File: src/rtl/hazard_stall_controller.sv
// Hazard and sequencing controller for the 5-stage pipeline: forwarding selects,
// load-use stall, branch flush and a freeze FSM around multi-cycle data memory accesses.
module hazard_stall_controller #(
  parameter int MAX_WAIT = 15,
  parameter int CNT_W    = 16
) (
  input  logic             clk,
  input  logic             rst,
  input  logic [4:0]       Rs1D,
  input  logic [4:0]       Rs2D,
  input  logic [4:0]       Rs1E,
  input  logic [4:0]       Rs2E,
  input  logic [4:0]       RdE,
  input  logic [4:0]       RdM,
  input  logic [4:0]       RdW,
  input  logic             RegWriteM,
  input  logic             RegWriteW,
  input  logic [1:0]       ResultSrcE,
  input  logic             PCSrcE,
  input  logic             MemAccessM,
  input  logic             MemReadyM,
  output logic [1:0]       ForwardAE,
  output logic [1:0]       ForwardBE,
  output logic             StallF,
  output logic             StallD,
  output logic             StallE,
  output logic             StallM,
  output logic             FlushD,
  output logic             FlushE,
  output logic             FlushW,
  output logic             MemReqM,
  output logic             MemBusy,
  output logic             MemErr,
  output logic [CNT_W-1:0] StallCount,
  output logic [1:0]       dbg_state
);

  localparam int WCNT_W = $clog2(MAX_WAIT + 1);

  typedef enum logic [1:0] {
    S_IDLE    = 2'd0,
    S_WAIT    = 2'd1,
    S_RELEASE = 2'd2
  } state_t;

  state_t            state, state_nxt;
  logic [WCNT_W-1:0] wait_cnt, wait_cnt_nxt;
  logic              mem_req, freeze, err_set, lw_stall;

  // M stage has priority over W; x0 is never forwarded
  always_comb begin
    ForwardAE = 2'b00;
    if (RegWriteM && (RdM == Rs1E) && (Rs1E != 5'd0))      ForwardAE = 2'b10;
    else if (RegWriteW && (RdW == Rs1E) && (Rs1E != 5'd0)) ForwardAE = 2'b01;
    ForwardBE = 2'b00;
    if (RegWriteM && (RdM == Rs2E) && (Rs2E != 5'd0))      ForwardBE = 2'b10;
    else if (RegWriteW && (RdW == Rs2E) && (Rs2E != 5'd0)) ForwardBE = 2'b01;
  end

  assign lw_stall = (ResultSrcE == 2'b01) && (RdE != 5'd0) &&
                    ((RdE == Rs1D) || (RdE == Rs2D));

  always_comb begin
    state_nxt    = state;
    wait_cnt_nxt = wait_cnt;
    mem_req      = 1'b0;
    freeze       = 1'b0;
    err_set      = 1'b0;
    case (state)
      S_IDLE: begin
        if (MemAccessM) begin
          mem_req      = 1'b1;
          freeze       = 1'b1;
          wait_cnt_nxt = '0;
          state_nxt    = S_WAIT;
        end
      end
      S_WAIT: begin
        freeze       = 1'b1;
        wait_cnt_nxt = wait_cnt + WCNT_W'(1);
        if (MemReadyM) begin
          state_nxt = S_RELEASE;
        end else if (wait_cnt == WCNT_W'(MAX_WAIT - 1)) begin
          err_set   = 1'b1;
          state_nxt = S_RELEASE;
        end
      end
      // the completed access is still in M here, so MemAccessM must not re-trigger
      S_RELEASE: state_nxt = S_IDLE;
      default:   state_nxt = S_IDLE;
    endcase
  end

  // freeze overrides hazard handling; everything is held quiet during reset
  always_comb begin
    MemReqM = 1'b0;
    StallF  = 1'b0;
    StallD  = 1'b0;
    StallE  = 1'b0;
    StallM  = 1'b0;
    FlushD  = 1'b0;
    FlushE  = 1'b0;
    FlushW  = 1'b0;
    if (!rst) begin
      MemReqM = mem_req;
      StallF  = freeze | lw_stall;
      StallD  = freeze | lw_stall;
      StallE  = freeze;
      StallM  = freeze;
      FlushW  = freeze;
      FlushD  = !freeze && PCSrcE;
      FlushE  = !freeze && (lw_stall || PCSrcE);
    end
  end

  assign MemBusy   = (state == S_WAIT);
  assign dbg_state = state;

  always_ff @(posedge clk) begin
    if (rst) begin
      state      <= S_IDLE;
      wait_cnt   <= '0;
      MemErr     <= 1'b0;
      StallCount <= '0;
    end else begin
      state    <= state_nxt;
      wait_cnt <= wait_cnt_nxt;
      if (err_set) MemErr <= 1'b1;
      if (StallF && (StallCount != '1)) StallCount <= StallCount + CNT_W'(1);
    end
  end

endmodule

File: config.mk
export PLATFORM = sky130hd
export DESIGN_NAME = hazard_stall_controller
export DESIGN_NICKNAME = d
export VERILOG_FILES = /design/src/rtl/hazard_stall_controller.sv
export SDC_FILE = /design/constraint.sdc
export NUM_CORES = 1
export LEC_CHECK = 0
export CAP_MARGIN = 0
export CORE_AREA = 2 2 72 74
export CTS_CLUSTER_SIZE = 20
export DETAILED_ROUTE_END_ITERATION = 16
export DIE_AREA = 0 0 74 76
export GPL_TIMING_DRIVEN = 0
export PLACE_DENSITY = 0.73
export SYNTH_ARGS = -nofsm -noshare
export SYNTH_HDL_FRONTEND = slang
export SYNTH_SLANG_ARGS = --single-unit
File: constraint.sdc
create_clock -name clk -period 6.36 [get_ports clk]
set_clock_uncertainty 0.05 [all_clocks]
set_input_delay 0.636 -clock clk [delete_from_list [all_inputs] [get_ports clk]]
set_output_delay 0.636 -clock clk [all_outputs]
set_load 0.03 [all_outputs]
==> summary.txt, run 1 <==
Outcome
  • Run status: finished, final reports clean

Clock network
  • Post-CTS setup buffers: 0
  • Clock H-tree levels: 1
  • Longest Clk Path Bufs: 2
  • Total CTS buffers: 3
  • Insertion delay of the later-clocked pin in the worst-skew pair: 0.27 ns
  • TritonCTS sink count: 23
  • Clock root buffer: sky130_fd_sc_hd__clkbuf_8
  • Clock transition time at the flip-flop clock pins of the worst setup and hold paths: approximately 0.080 ns
  • CTS tree: built
  • Number of buffers inserted by hold repair at cts: 0
  • Cts repair resizes: 0

Place
  • Final weighted congestion in routability-driven placement: approximately 0.82
  • DP Area: 2709 um^2
  • Placed wire-length estimate after detailed placement: approximately 4100 um
  • Count of input and output buffers: 74

Power and ir drop
  • Share of total power in sequential cells: 0.420
  • Relative contribution of the clock network to total power: 0.251
  • Cell-internal power: about 260 uW
  • Switching Power: ~110 uW
  • Static leakage: ~0.98 nW
  • PD cells: 134.0 nW/um^2
  • Part of the total power dissipated in combinational logic: 0.329
  • Worst IR drop on VDD: 0.1004 mV
  • Share of total power consumed by net switching: 0.3053

Run
  • Max-capacitance violation count: 0

Critical path
  • Req. time, crit path: between 5 and 6 ns
  • Signal arrival time at the worst endpoint: 2.97 ns
  • Worst path most repeated cell: sky130_fd_sc_hd__clkdlybuf4s50_1
  • CP Max Fanout: 8
  • Worst reg2reg startpoint: StallCount[0]$_SDFFE_PP0P_
  • Startpoint of the worst setup timing path: RdE[1]
  • Biggest cell delay along the critical path: between 0.5 and 0.6 ns
  • Endpoint of the most critical register-to-register path: StallCount[1]$_SDFFE_PP0P_
  • Count of cell instances traversed by the critical path: 7
  • Critical path class: input pin to output port
  • Worst Setup End Kind: output port
  • Number of cell instances on the worst register-to-register path: 7
  • Critical Path Source Type: input pin
  • R2r setup slk: 4.00 ns
  • Worst Path Buf+Inv: 4
  • Top cell family by delay on the critical path: buffers and inverters
  • Cell-by-cell listing of the critical path: clkdlybuf4s50_1, or4_1, o211a_1, buf_6, a21o_2, buf_4, clkdlybuf4s50_1
  • CP max stage cell: sky130_fd_sc_hd__clkdlybuf4s50_1

STA
  • Min cycle time layout: between 3 and 4 ns
  • Final setup violation count: 0
  • Setup repair after global routing missed its margin: no
  • Relative slew slack: 0.6175
  • Final hold violation count: 0
  • Setup total negative slack: 0 ns
  • Maximum operating frequency: between 200 and 300 MHz
  • Worst Max-Slew Pin Slew: approximately 0.57 ns
  • Period utilisation layout: 0.5749
  • Number of max-slew violations in the final report: 0

Synthesis
  • Avg Inst Size Synth: 8.141 um^2
  • Post-synthesis sequential area ratio: 0.2448
  • Top cell type's share of synthesized area: 0.2448
  • Cell Area, Synth: 1881 um^2
  • Post-synthesis cell count: 231
  • Distinct cell type count after synthesis: around 50
  • Dominant cells by area after synthesis: sky130_fd_sc_hd__dfxtp_1 24%, sky130_fd_sc_hd__xnor2_1 12%, sky130_fd_sc_hd__nor2_1 5.2%
  • Number of flip-flops and latches in the synthesized netlist: 23
  • Cell taking the most area after synthesis: sky130_fd_sc_hd__dfxtp_1
  • YS warnings: 0
  • Post-synth net total: 278

Final layout
  • Final cell utilization of the core: 0.5606
  • Finished layout cell area: approximately 2800 um^2
  • Final antenna diode count: 0
  • Ratio of cells with drive above 1 in the final layout: 0.08414
  • Area overhead of the layout relative to synthesis: 46.44%
  • Nets: roughly 360

Route
  • Wire length after detailed routing: between 5000 and 6000 um
  • Number of nets with antenna violations after routing: 0
  • Number of vias after detailed routing: between 2000 and 2500
  • DRC: 0
  • Wire length per cell after detailed routing: between 10 and 15 um
  • Violation count after the first detailed-route iteration: between 80 and 90
  • Via density per instance: about 5.3
  • Detailed Routing Iterations Pass 1: 5

Die
  • Area of the placeable core: between 4000 and 5000 um^2
  • Number of placed I/O pins: 76
  • DIE HEIGHT: around 76 um
  • Number of core rows: 26
  • Die X-Extent: between 70 and 80 um
  • Starting utilization of the core area: 0.3828
  • Total die area: around 5600 um^2

Global route
  • Global-route wire length before repair: between 8000 and 9000 um
  • Maximum number of pins on one net before global-route repair: 13
  • Total overflow reported by the global router: 0
  • Via count of the first global-routing pass: between 1500 and 2000
  • Total routing resource utilization after global routing: 0.1926
  • Initial antenna violation count: 0

Worst hold path
  • Class of the tightest hold or removal check: flip-flop to flip-flop
  • Endpoint with the worst hold slack: MemErr$_SDFFE_PP0P_
  • Hold path depth: 2
  • Hold wc startpoint: MemErr$_SDFFE_PP0P_
[metal layers]
layer | vias up | share of wire | global-route usage
met2 | 76 | 0.47 | 0.3205
met5 | - | 0 | 0
li1 | 999 | - | -
met3 | 9 | 0.065 | 0.02249
met4 | 0 | 0.017 | 0.06545
met1 | 935 | 0.45 | 0.2533
[cells by family after synthesis]
family,share of synthesized area
and+or+nand+nor,0.2921
AOI/OAI and AO/OA,0.1644
xor gates and xnor gates,0.1397
DFF,0.2448
buffers and inverters,0.04590
muxes,0.09315
adders and majority gates,0.01996
[cells in the mapped netlist (all sizes together)]
master	number
a211oi	4
ha	3
and2	2
or3	2
o211ai	4
and4	2
or2	2
o22a	2
inv	4
a21oi	2
a211o	1
o21ai	4
o211a	1
buf	8
dfxtp	23
nand2	16
o2111ai	1
a31oi	1
a22oi	2
a21o	2
or4	3
o31a	1
o32a	1
nand4	8
a41oi	1
nor2	26
xnor2	26
clkbuf	5
nor4	4
mux2	12
mux2i	4
nor2b	11
o32ai	8
nand2b	7
xor2	4
o21bai	1
nor3	4
nand3	11
o22ai	2
and3	6
[per-stage QoR]
step           total power, mW  setup WS, ns  cells  hold slack (ns)
2_1_floorplan           0.2208         3.208    231           0.4373
3_3_place_gp            0.2780         2.714    375           0.4162
3_5_place_dp            0.2798         2.701    375           0.4282
4_1_cts                 0.3712         2.688    379           0.4465
5_1_grt                 0.3872         2.629    379           0.4802
6_report                0.3691         2.703    379           0.4365
[tightest hold or removal path: stages, from the launching register on]
cell and delay, ns:
sky130_fd_sc_hd__dfxtp_1 0.34, sky130_fd_sc_hd__a41oi_1 0.05, sky130_fd_sc_hd__nor2_1 0.07
[power by group through the flow]
stage | clock network [mW] | registers (mW) | logic, mW
after floorplan | 0 | 0.165 | 0.0556
after global placement | 0 | 0.158 | 0.120
after detailed placement | 0 | 0.159 | 0.121
after CTS | 0.0939 | 0.155 | 0.122
after global routing | 0.0997 | 0.157 | 0.131
final | 0.0926 | 0.155 | 0.121
[layout make-up]
| cell class | instances | area (um^2) |
|---|---|---|
| multi-input cells | 191 | 1334 |
| clock buffers | 4 | 45.04 |
| inverters | 4 | 15.01 |
| fillers | 474 | 2158 |
| flip-flops and latches | 23 | 460.4 |
| well taps | 70 | 87.58 |
| plain buffers | 13 | 71.32 |
| repair buffers | 74 | 740.7 |
[placed cells by master (no fill, tap or decap), types with 4 or more instances in the layout]
master                            netlist  layout
sky130_fd_sc_hd__clkdlybuf4s50_1        0      74
sky130_fd_sc_hd__mux2i_1                4       4
sky130_fd_sc_hd__dfxtp_1               23      23
sky130_fd_sc_hd__nor3_1                 4       4
sky130_fd_sc_hd__nand3_1                9       9
sky130_fd_sc_hd__nand2_1               15      15
sky130_fd_sc_hd__clkbuf_1               5       6
sky130_fd_sc_hd__xor2_1                 4       4
sky130_fd_sc_hd__nand2b_1               7       7
sky130_fd_sc_hd__a211oi_1               4       4
sky130_fd_sc_hd__mux2_1                 8       8
sky130_fd_sc_hd__o211ai_1               4       4
sky130_fd_sc_hd__nor2_1                26      26
sky130_fd_sc_hd__and3_1                 6       6
sky130_fd_sc_hd__xnor2_1               26      26
sky130_fd_sc_hd__nor4_1                 4       4
sky130_fd_sc_hd__o32ai_1                8       8
sky130_fd_sc_hd__nand4_1                8       8
sky130_fd_sc_hd__mux2_2                 4       4
sky130_fd_sc_hd__nor2b_1               11      11
sky130_fd_sc_hd__inv_1                  4       4
[sequential cells by signal (all words and copies together) (netlist names)]
register,flops
StallCount,16
wait_cnt,4
dbg_state,2
MemErr,1
[how the worst max path moves through the flow]
stage / slack [ns] / endpoint
6_report: 2.70 / StallF
5_1_grt: 2.63 / ForwardBE[0]
4_1_cts: 2.69 / StallF
3_5_place_dp: 2.70 / StallF
3_3_place_gp: 2.71 / StallF
2_1_floorplan: 3.21 / ForwardAE[0]
No activity file was read; power rests on OpenSTA's default activity.
==> run 2: changes to the inputs <==
Settings changed: CORE_AREA 2 2 72 74 to 2 2 73 75, DIE_AREA 0 0 74 76 to 0 0 75 77, PLACE_DENSITY 0.73 to 0.74.
Clock period 6.36 ns to 3.3 ns, I/O delays scaled along.
==> summary.txt, run 2 (synthesized netlist as in run 1, its figures left out) <==
Outcome
  • Run status: finished, final reports clean (unchanged)

Place
  • Final weighted congestion in routability-driven placement: 0.8344 (was 0.8224)
  • Count of input and output buffers: 74 (unchanged)
  • Number of placed instances with taps included: 375 (unchanged)
  • DP Area: 2709 um^2 (unchanged)
  • Placed wire-length estimate after detailed placement: 3975 um (was 4132 um)

Global route
  • Grt met2 use: 0.3184 (was 0.3205)
  • Met3 global-route usage: 0.02760 (was 0.02249)
  • Via count of the first global-routing pass: 1897 (was 1887)
  • Total routing resource utilization after global routing: 0.1819 (was 0.1926)
  • Maximum number of pins on one net before global-route repair: 14 (was 13)
  • Total overflow reported by the global router: 0 (unchanged)
  • Busiest metal layer after global routing: met2 (unchanged)
  • Initial antenna violation count: 0 (unchanged)
  • Global-route wire length before repair: 8390 um (was 8763 um)
  • Global-route track usage on met1: 0.2176 (was 0.2533)

Die
  • Number of core rows: 26 (unchanged)
  • Starting utilization of the core area: 0.3778 (was 0.3828)
  • Number of placed I/O pins: 76 (unchanged)
  • Area of the placeable core: 4977 um^2 (was 4912 um^2)
  • Total die area: 5775 um^2 (was 5624 um^2)
  • Die X-Extent: 75 um (was 74 um)
  • DIE HEIGHT: 77 um (was 76 um)

Route
  • Wire length after detailed routing: 5133 um (was 5287 um)
  • DRC: 0 (unchanged)
  • Via density per instance: 5.248 (was 5.327)
  • Number of vias after detailed routing: 1989 (was 2019)
  • Violation count after the first detailed-route iteration: 54 (was 87)
  • Detailed Routing Iterations Pass 1: 4 (was 5)
  • Wire length per cell after detailed routing: 13.54 um (was 13.95 um)
  • Number of nets with antenna violations after routing: 0 (unchanged)

Clock network
  • Post-CTS setup buffers: 0 (unchanged)
  • Total CTS buffers: 3 (unchanged)
  • Clock H-tree levels: 1 (unchanged)
  • Clock transition time at the flip-flop clock pins of the worst setup and hold paths: 0.09 ns (was 0.08 ns)
  • Cts repair resizes: 0 (unchanged)
  • TritonCTS sink count: 23 (unchanged)
  • Insertion delay of the later-clocked pin in the worst-skew pair: 0.27 ns (about the same)
  • CTS tree: built (unchanged)
  • Clock root buffer: sky130_fd_sc_hd__clkbuf_8 (unchanged)
  • Longest Clk Path Bufs: 2 (unchanged)
  • Number of buffers inserted by hold repair at cts: 0 (unchanged)

Final layout
  • Filler cell count in the final layout: 497 (was 474)
  • Final cell utilization of the core: 0.5535 (was 0.5606)
  • Leading cell type in the layout, fill and taps excluded: sky130_fd_sc_hd__clkdlybuf4s50_1 (unchanged)
  • Area overhead of the layout relative to synthesis: 46.51% (was 46.44%)
  • Number of flip-flops in the largest register: 16 (unchanged)
  • Nets: 357 (unchanged)
  • Ratio of cells with drive above 1 in the final layout: 0.08738 (was 0.08414)
  • Final non-filler cell total: 379 (unchanged)
  • Leading cell types in the layout, fill and taps excluded: 74 x sky130_fd_sc_hd__clkdlybuf4s50_1, 26 x sky130_fd_sc_hd__nor2_1, 26 x sky130_fd_sc_hd__xnor2_1 (unchanged)
  • Finished layout cell area: 2755 um^2 (was 2754 um^2)
  • Final antenna diode count: 0 (unchanged)
  • Top reg by flops: StallCount (unchanged)

Worst hold path
  • Class of the tightest hold or removal check: flip-flop to flip-flop (unchanged)

Power and ir drop
  • Worst IR drop on VDD: 0.2727 mV (was 0.1004 mV)
  • Share of total power consumed by net switching: 0.3123 (was 0.3053)
  • Part of the total power dissipated in combinational logic: 0.324 (was 0.329)
  • Share of total power in sequential cells: 0.418 (was 0.420)
  • Static leakage: 0.9852 nW (was 0.9825 nW)
  • Switching Power: 223.6 uW (was 112.7 uW)
  • Relative contribution of the clock network to total power: 0.258 (was 0.251)
  • Cell-internal power: 492.4 uW (was 256.4 uW)
  • PD cells: 259.9 nW/um^2 (was 134.0 nW/um^2)

Critical path
  • Signal arrival time at the worst endpoint: 2.65 ns (was 2.97 ns)
  • Worst Setup End Kind: output port (unchanged)
  • Critical Path Source Type: input pin (unchanged)
  • Critical path class: input pin to output port (unchanged)
  • R2r setup slk: 0.92 ns (was 4.00 ns)
  • Req. time, crit path: 2.92 ns (was 5.67 ns)
  • CP Max Fanout: 8 (unchanged)

STA
  • Maximum operating frequency: between 300 and 400 MHz
  • Number of max-slew violations in the final report: 0 (unchanged)
  • Worst Max-Slew Pin Slew: 0.5734 ns (was 0.5716 ns)
  • Min cycle time layout: 3.029 ns
  • Final setup violation count: 0 (unchanged)
  • Setup repair after global routing missed its margin: no (unchanged)
  • Setup total negative slack: 0 ns (unchanged)
  • Final hold violation count: 0 (unchanged)
  • Period utilisation layout: 0.9179
  • Relative slew slack: 0.6164 (was 0.6175)
  • Final-layout worst hold slack: 0.4379 ns (was 0.4365 ns)

Run
  • Max-capacitance violation count: 0 (unchanged)
run 2: changes by cell type in the layout (fill, tap and decap cells not counted), sizes merged:
cell and delta:
clkinv +1, clkbuf -1
run 2: worst max-delay path: stages:
cell and delay [ns]:
sky130_fd_sc_hd__clkdlybuf4s50_1 0.47, sky130_fd_sc_hd__or4_1 0.55, sky130_fd_sc_hd__o211a_1 0.23, sky130_fd_sc_hd__buf_6 0.14, sky130_fd_sc_hd__a21o_2 0.23, sky130_fd_sc_hd__buf_4 0.13, sky130_fd_sc_hd__clkdlybuf4s50_1 0.58
run 2: layout make-up:
type / count / area (um^2) / area share
Multi-Input combinational cell: 191 / 1334 / 0.4841
Timing Repair Buffer: 74 / 740.7 / 0.2688
Sequential cell: 23 / 460.4 / 0.1671
Tap cell: 70 / 87.58 / 0.03179
Buffer: 13 / 71.32 / 0.02589
Clock buffer: 3 / 41.29 / 0.01499
Inverter: 4 / 15.01 / 0.005450
Clock inverter: 1 / 5.005 / 0.001817
run 2: path summary, 6_finish.rpt:
check | cells after the start | to | startpoint
min | 2 | MemErr$_SDFFE_PP0P_ | MemErr$_SDFFE_PP0P_
max reg2reg | 7 | StallCount[1]$_SDFFE_PP0P_ | StallCount[0]$_SDFFE_PP0P_
min reg2reg | 2 | MemErr$_SDFFE_PP0P_ | MemErr$_SDFFE_PP0P_
max | 7 | StallF | RdE[1]
run 2: power by group through the flow:
stage	logic (mW)	registers [mW]	clock network [mW]
final	0.232	0.299	0.184
after global routing	0.250	0.301	0.197
after CTS	0.234	0.300	0.187
after detailed placement	0.233	0.306	0
after global placement	0.230	0.306	0
after floorplan	0.107	0.318	0
run 2: per-layer routing:
metal  part of all wire  wire (um)
met5                  0          0
met2               0.47       2434
met1               0.43       2191
met4              0.018         92
met3              0.081        414
run 2: per-stage QoR:
step,setup slack (ns),power [mW]
2_1_floorplan,0.7596,0.4256
3_3_place_gp,0.2771,0.5354
3_5_place_dp,0.2577,0.5390
4_1_cts,0.2540,0.7205
5_1_grt,0.1474,0.7491
6_report,0.2711,0.7160
